$ cat src/rtl/key_cmd_scheduler_pkg.sv
// Shared definitions for the key command scheduler.
//   state_t          : FSM state encoding (IDLE / ISSUE / WAIT)
//   TIMEOUT_DEFAULT  : default WAIT watchdog limit in clk cycles (1 s at 50 MHz)
package key_cmd_scheduler_pkg;

  typedef enum logic [1:0] {
    ST_IDLE  = 2'd0,
    ST_ISSUE = 2'd1,
    ST_WAIT  = 2'd2
  } state_t;

  localparam logic [31:0] TIMEOUT_DEFAULT = 32'd49_999_999;

endpackage

$ cat src/rtl/key_cmd_scheduler_rr_pick.sv
// Combinational round-robin picker.
// Scans pend starting at rr_ptr+1, rr_ptr+2, ... (mod KEY_NUM) and returns the
// first set bit, so the most recently granted key has the lowest priority.
// Ports:
//   pend       in   KEY_NUM  pending-request vector
//   rr_ptr     in   IDW      index of the most recently granted key
//   grant_vld  out  1        at least one request pending
//   grant_idx  out  IDW      index of the chosen request (0 when none)
module key_cmd_scheduler_rr_pick #(
  parameter int KEY_NUM = 4,
  parameter int IDW     = $clog2(KEY_NUM)
) (
  input  logic [KEY_NUM-1:0] pend,
  input  logic [IDW-1:0]     rr_ptr,
  output logic               grant_vld,
  output logic [IDW-1:0]     grant_idx
);

  always_comb begin
    int cand;
    logic [IDW-1:0] cand_idx;
    cand      = 0;
    cand_idx  = '0;
    grant_vld = |pend;
    grant_idx = '0;
    // Walk from the farthest offset down to the nearest; the last hit
    // (smallest offset from rr_ptr) is the one that sticks.
    for (int off = KEY_NUM; off >= 1; off--) begin
      cand     = (int'(rr_ptr) + off) % KEY_NUM;
      cand_idx = IDW'(cand);
      if (pend[cand_idx]) begin
        grant_idx = cand_idx;
      end
    end
  end

endmodule

$ cat src/rtl/key_cmd_scheduler.sv
// Key command scheduler: queues one-cycle key pulses and issues them one at a
// time to the SPI operation controller via start/busy/done, with round-robin
// fairness and a WAIT-state watchdog.
// Ports:
//   clk          in   1        system clock
//   rst_n        in   1        synchronous active-low reset
//   key_flag     in   KEY_NUM  one-cycle debounced press pulses
//   op_busy      in   1        SPI controller busy level
//   op_done      in   1        SPI controller completion pulse
//   op_start     out  1        registered one-cycle start pulse
//   op_sel       out  IDW      index of the operation started (held until next start)
//   pend         out  KEY_NUM  pending-request vector
//   sched_busy   out  1        scheduler not idle
//   err_timeout  out  1        one-cycle pulse on watchdog expiry
module key_cmd_scheduler
  import key_cmd_scheduler_pkg::*;
#(
  parameter int          KEY_NUM     = 4,
  parameter logic [31:0] TIMEOUT_MAX = TIMEOUT_DEFAULT,
  localparam int         IDW         = $clog2(KEY_NUM)
) (
  input  logic               clk,
  input  logic               rst_n,
  input  logic [KEY_NUM-1:0] key_flag,
  input  logic               op_busy,
  input  logic               op_done,
  output logic               op_start,
  output logic [IDW-1:0]     op_sel,
  output logic [KEY_NUM-1:0] pend,
  output logic               sched_busy,
  output logic               err_timeout
);

  state_t               state_reg, state_next;
  logic [KEY_NUM-1:0]   pend_reg, pend_next;
  logic [IDW-1:0]       rr_ptr_reg, rr_ptr_next;
  logic [IDW-1:0]       op_sel_reg, op_sel_next;
  logic                 op_start_reg, op_start_next;
  logic                 err_reg, err_next;
  logic [31:0]          wd_cnt_reg, wd_cnt_next;
  logic                 grant_vld;
  logic [IDW-1:0]       grant_idx;

  key_cmd_scheduler_rr_pick #(
    .KEY_NUM (KEY_NUM),
    .IDW     (IDW)
  ) u_pick (
    .pend      (pend_reg),
    .rr_ptr    (rr_ptr_reg),
    .grant_vld (grant_vld),
    .grant_idx (grant_idx)
  );

  always_comb begin
    state_next    = state_reg;
    pend_next     = pend_reg;
    rr_ptr_next   = rr_ptr_reg;
    op_sel_next   = op_sel_reg;
    op_start_next = 1'b0;
    err_next      = 1'b0;
    wd_cnt_next   = wd_cnt_reg;
    case (state_reg)
      ST_IDLE: begin
        // op_start is registered alongside the state change so it is high
        // exactly while the FSM sits in ISSUE.
        if (grant_vld && !op_busy) begin
          state_next    = ST_ISSUE;
          op_sel_next   = grant_idx;
          op_start_next = 1'b1;
        end
      end
      ST_ISSUE: begin
        pend_next[op_sel_reg] = 1'b0;
        rr_ptr_next           = op_sel_reg;
        wd_cnt_next           = '0;
        state_next            = ST_WAIT;
      end
      ST_WAIT: begin
        if (op_done) begin
          state_next = ST_IDLE;
        end else if (wd_cnt_reg >= TIMEOUT_MAX) begin
          // >= rather than == so the counter can never run past the limit
          err_next   = 1'b1;
          state_next = ST_IDLE;
        end else begin
          wd_cnt_next = wd_cnt_reg + 32'd1;
        end
      end
      default: state_next = ST_IDLE;
    endcase
    // A new press wins over the grant clear, so a press landing in the
    // ISSUE cycle stays queued.
    pend_next = pend_next | key_flag;
  end

  always_ff @(posedge clk) begin
    if (!rst_n) begin
      state_reg    <= ST_IDLE;
      pend_reg     <= '0;
      rr_ptr_reg   <= IDW'(KEY_NUM - 1);
      op_sel_reg   <= '0;
      op_start_reg <= 1'b0;
      err_reg      <= 1'b0;
      wd_cnt_reg   <= '0;
    end else begin
      state_reg    <= state_next;
      pend_reg     <= pend_next;
      rr_ptr_reg   <= rr_ptr_next;
      op_sel_reg   <= op_sel_next;
      op_start_reg <= op_start_next;
      err_reg      <= err_next;
      wd_cnt_reg   <= wd_cnt_next;
    end
  end

  assign op_start    = op_start_reg;
  assign op_sel      = op_sel_reg;
  assign pend        = pend_reg;
  assign sched_busy  = (state_reg != ST_IDLE);
  assign err_timeout = err_reg;

endmodule

$ cat config.mk
export PLATFORM = sky130hd
export DESIGN_NAME = key_cmd_scheduler
export DESIGN_NICKNAME = d
export VERILOG_FILES = /design/src/rtl/key_cmd_scheduler_pkg.sv /design/src/rtl/key_cmd_scheduler_rr_pick.sv /design/src/rtl/key_cmd_scheduler.sv
export SDC_FILE = /design/constraint.sdc
export NUM_CORES = 1
export LEC_CHECK = 0
export CAP_MARGIN = 20
export CORE_ASPECT_RATIO = 1.1
export CORE_UTILIZATION = 50
export DETAILED_ROUTE_END_ITERATION = 10
export GPL_ROUTABILITY_DRIVEN = 0
export PLACE_DENSITY_LB_ADDON = 0.12
export SETUP_SLACK_MARGIN = 0.5
export SLEW_MARGIN = 30
export SYNTH_ARGS = -nofsm -noshare
export SYNTH_HDL_FRONTEND = slang
export SYNTH_HIERARCHICAL = 1
export SYNTH_SLANG_ARGS = --single-unit
$ cat constraint.sdc
create_clock -name clk -period 2.84 [get_ports clk]
set_input_delay 0.568 -clock clk [delete_from_list [all_inputs] [get_ports clk]]
set_output_delay 0.568 -clock clk [all_outputs]
set_load 0.03 [all_outputs]
; After elaboration in Yosys (flattened, before gate mapping)
; Index checks and enable logic that the tools add are counted.
[classes]
mux = 24
n_eq_ne = 6
bitwise_logic = 5
add_sub_neg = 5
reduce_logical = 12
magnitude_cmp = 7
[op_table]
columns = operator, n
row1 = $mux W32, 2
row2 = $pmux W32 S2, 1
row3 = $add A32 B1 Y32 const B, 1
row4 = $ge A32 B26 Y1 const B, 1
row5 = $lt A2 B3 Y1 const B, 5
row6 = $mux W2, 7
row7 = $bmux W1 S2, 4
row8 = $mux W1, 7
row9 = $ne A2 B2 Y1 const B, 3
row10 = $pmux W2 S3, 1
row11 = $reduce_and A2 Y1, 3
row12 = $add A2 B1 Y2 const B, 2
row13 = $add A2 B2 Y2 const B, 2
row14 = $and A4 B4 Y4, 1
row15 = $mux W4, 1
row16 = $not A4 Y4, 1
row17 = $or A4 B4 Y4, 1
row18 = $reduce_bool A2 Y1, 2
row19 = $reduce_or A4 Y1, 1
row20 = $ne A3 B3 Y1 const B, 1
row21 = $reduce_and A3 Y1, 1
row22 = $reduce_or A3 Y1, 1
row23 = $demux W1 S2, 1
row24 = $eq A2 B1 Y1 const B, 1
row25 = other kinds (6), 8
[word_totals]
out_inout_bits = 9
reg_bits = 44
in_bits = 8
elab_cells = 66

; Logic depth before layout (Yosys ltp)
[logic_depth]
word_depth = 8
ltp_mapped = 9

; Modules after synthesis
; The synthesis kept the hierarchy.
[by_module_without_submodules]
columns = module, area_each_um2, instances, cells_per_inst, seq_area_each_um2
row1 = key_cmd_scheduler, 1964.4, 1, 229, 880.8
row2 = key_cmd_scheduler_rr_pick, 91.3, 1, 14, 0.0

; Least setup slack after synthesis
; No wires, ideal clock.
[synth_timing]
path_kind = register to register
from = register wd_cnt_reg[0]
to = register wd_cnt_reg[15]
stages_incl_launch_ff = 10
arrival_time_ns = 2.269
setup_time_ns = 0.116
path_buffers = 2
required_ns = 2.724
setup_slack_ns = 0.455
path_cell_list = dfxtp_1 > ha_1 > and3_1 > clkbuf_1 > a2111o_1 > a21bo_1 > buf_6 > a21oi_1 > a21oi_1 > a31o_2
[synth_via]
elab_chain_len = 4
elab_cells_between_ends = 7
cone_classes = add/sub: 1 / order compare: 1 / eq/ne: 1 / mux: 3 / reduce/logical: 1
[synth_rtl]
columns = element, line_no
row1 = start: declaration, key_cmd_scheduler.sv:40  ; logic [31:0] wd_cnt_reg, wd_cnt_next;
row2 = start signal: assignment, key_cmd_scheduler.sv:112  ; wd_cnt_reg <= wd_cnt_next;
row3 = $add A32 B1 Y32, key_cmd_scheduler.sv:86  ; wd_cnt_next = wd_cnt_reg + 32'd1;
row4 = $mux W32, key_cmd_scheduler.sv:81  ; end else if (wd_cnt_reg >= TIMEOUT_MAX) begin
row5 = $mux W32, key_cmd_scheduler.sv:79  ; if (op_done) begin
row6 = $pmux W32 S2, key_cmd_scheduler.sv:62  ; case (state_reg)
; Parallel ways exist; a longest one is shown, timed or not. The select of a mux whose other input is x is not followed.
; A chain may end at the register's enable or synchronous reset.

; Final worst setup path
[layout_timing]
from = register wd_cnt_reg[9]
to = register wd_cnt_reg[16]
; The elaborated chain is that of the path after synthesis.

==> run summary <==
Critical Path End Type - register
Final total power - 0.00115 W
Max reg flops - 32
Overall routing resource usage - 0.210
Adder-cell share of the synthesized area - 0.00609
Avg WL per Cell - 13.5 um
CTS Root Cell - clkbuf_8
Net Sw Power - 0.000295 W
Die Footprint - 4370 um^2
CTS tree - built
Fmax - 435 MHz
Largest stage delay, worst path - 0.52 ns
RSZ-0062 raised after global routing - true
Switch share - 0.257
Total power divided by cell area - 479 nW/um^2
Avg Synthesized Cell Area - 8.46 um^2
Share of cells above drive strength 1 - 0.118
Final Slew Violations - 0
Largest net degree at the start of global routing - 22
Top cell type's share of synthesized area - 0.428
Setup WS pre-CTS - 0.195 ns
I/O pin total - 17
Multi-input logic area - 1150 um^2
Count leader, synth - dfxtp_1
Worst Setup Slack, final - 0.544 ns
VDD IR max - 0.278 mV
Sequential share of the synthesized area - 0.428
1st-pass router iterations - 4
Port buffer count - 16
Slew HR - 0.554
Critical-path cell list - or4_1 > a2111o_1 > a21bo_4 > a211o_1 > or3_1 > a21oi_1
Final setup viols - 0
GRT overflow - 0
Startpoint Class - register
Nets@finish - 272
EDFF count, synth - 0
Global-route wire length before repair - 7.31 mm
CTS Hold Bufs - 0
Critical-path top delay cell - or4_1
Largest cells by area after synthesis - dfxtp_1 43%, a21oi_1 5.4%, nand2_1 5.1%
Clock power frac - 0.320
Sequential Power Share - 0.560
Row count - 24
Die width - 63.1 um
Post-Synth XOR/XNOR Area - 0.0554
DRC viols - 0
Synth async-reset ratio - 0
Clock Tree Buf Depth - 2
Drt initial violations - 134
Internal power - 0.000856 W
Worst Clk Skew - 0.00730 ns
Total of max-cap violations - 0
Routed Antenna Nets - 0
Syn_nets - 252
Initial antenna violation count - 0
Combinational Power Share - 0.120
Syn. warnings - 6
Crit path DAT - 2.53 ns
Main combinational cell family by area after synthesis - simple AND/OR/NAND/NOR gates
CTS buffer count - 5
Status - finished clean
Worst-skew pair later-pin latency - 0.30 ns
WS Path Type - register to register
DRT Wirelength - 4.26 mm
Compound-Gate Fraction of Synth Area - 0.173
Hold/Removal Path Class - register to register
Vias in the first global route - 1,623
Height of the chip - 69.3 um
Min cycle time layout - 2.30 ns
Post-synth top area cell - dfxtp_1
Fin crit share - 0.809
Filler cell count - 369
Number of diodes - 0
Vias - 1,720
Main synth FF type - dfxtp_1
CTS HTree Levels - 2
Post-Synth Simple-Gate Area - 0.295
Top cells by count, synth - 44 x dfxtp_1, 28 x nand2_1, 24 x nor2_1, 22 x a21oi_1, 11 x and3_1
Worst path required time - 3.07 ns
Slew @ Worst Pin - 0.661 ns
Fin. Hold Viols - 0
Vias per cell - 5.46
Gate Count Post-Synth - 243
Yosys cell types - 48
Area growth, synth to finish - 16.9%
Reg area - 887 um^2
Crit-path max FO - 5
Mux contribution to synthesized area - 0.0146
Initial Util - 0.519
Leak - 0.880 nW
Detail Placement HPWL - 2.87 mm
Sink Count - 44
CORE AREA - 3960 um^2
Setup TNS - 0 ns
FF+latch count, synth - 44
Clk slew on worst S/H paths - 0.08 ns
Cell Area, Synth - 2060 um^2
==> placed cells by master, fill, tap and decap left out, drive strengths merged, types with 6 or more instances in the layout <==
cell type      netlist  routed
o21ai                8       8
nand2               28      28
buf                  1       7
dfxtp               44      44
nor2                24      24
nand2b               6       6
clkdlybuf4s50        0      16
nand3                9       9
clkbuf               9       6
and2                 6       6
and3                11      11
xnor2                9       9
a21oi               23      23
==> through the flow <==
| step | utilization | hold WS [ns] | area (um^2) | instances |
|---|---|---|---|---|
| global route | 0.606 | 0.497 | 2400 | 315 |
| finish | 0.606 | 0.485 | 2400 | 315 |
| CTS | 0.594 | 0.488 | 2360 | 313 |
| floorplan | - | 0.453 | 2060 | 243 |
| global placement | 0.574 | 0.469 | 2280 | 306 |
| detailed placement | 0.574 | 0.471 | 2280 | 306 |
==> power by group through the flow <==
stage | Clock, W | Combinational (W) | Sequential, W
final | 0.000368 | 0.000138 | 0.000645
after global routing | 0.000405 | 0.000151 | 0.000647
after global placement | 0 | 0.000135 | 0.000660
after floorplan | 0 | 0.0000738 | 0.000671
after detailed placement | 0 | 0.000135 | 0.000660
after CTS | 0.000387 | 0.000136 | 0.000646
==> worst max-delay path, delay by kind of cell, from the launching register on <==
family             cells  cell delay, ns
DFF                    1            0.35
and+or+nand+nor        2            0.83
AOI/OAI and AO/OA      4            1.06
==> cells by family (layout without fill, tap and decap cells) <==
group                    count (synthesis)  count (layout)
multiplexers                             3               3
buffers and inverters                   13              33
flip-flops                              44              44
AO/OA/AOI/OAI                           54              54
adder cells (fa/ha/maj)                  1               1
AND/OR/NAND/NOR                        115             115
XOR/XNOR                                13              13
==> layout make-up <==
type | instances | share of cell area
Tap cell | 52 | 0.0271
Inverter | 3 | 0.00469
Clock buffer | 6 | 0.0302
Clock inverter | 1 | 0.00208
Sequential cell | 44 | 0.369
Multi-Input combinational cell | 186 | 0.478
Timing Repair Buffer | 23 | 0.0885
==> repair_timing <==
item	in CTS	in global routing
setup endpoints to repair	7	9
pin swaps	1	4
setup buffers	0	2
gates resized for setup	2	9
==> layer usage <==
layer | wire length [um] | track usage
met5 | 0 | 0
met2 | 1940 | 0.327
met4 | 57 | 0.0775
met1 | 2160 | 0.280
met3 | 107 | 0.0477
==> worst paths after layout <==
path	slack, ns	cells past startpoint	start	to
worst max-delay path	0.54	6	wd_cnt_reg[9]	wd_cnt_reg[16]
worst min-delay path	0.48	1	wd_cnt_reg[27]	wd_cnt_reg[27]
worst max register to register	0.54	6	wd_cnt_reg[9]	wd_cnt_reg[16]
worst min register to register	0.48	1	wd_cnt_reg[27]	wd_cnt_reg[27]
Note: power is estimated with default switching activity, not from simulation.
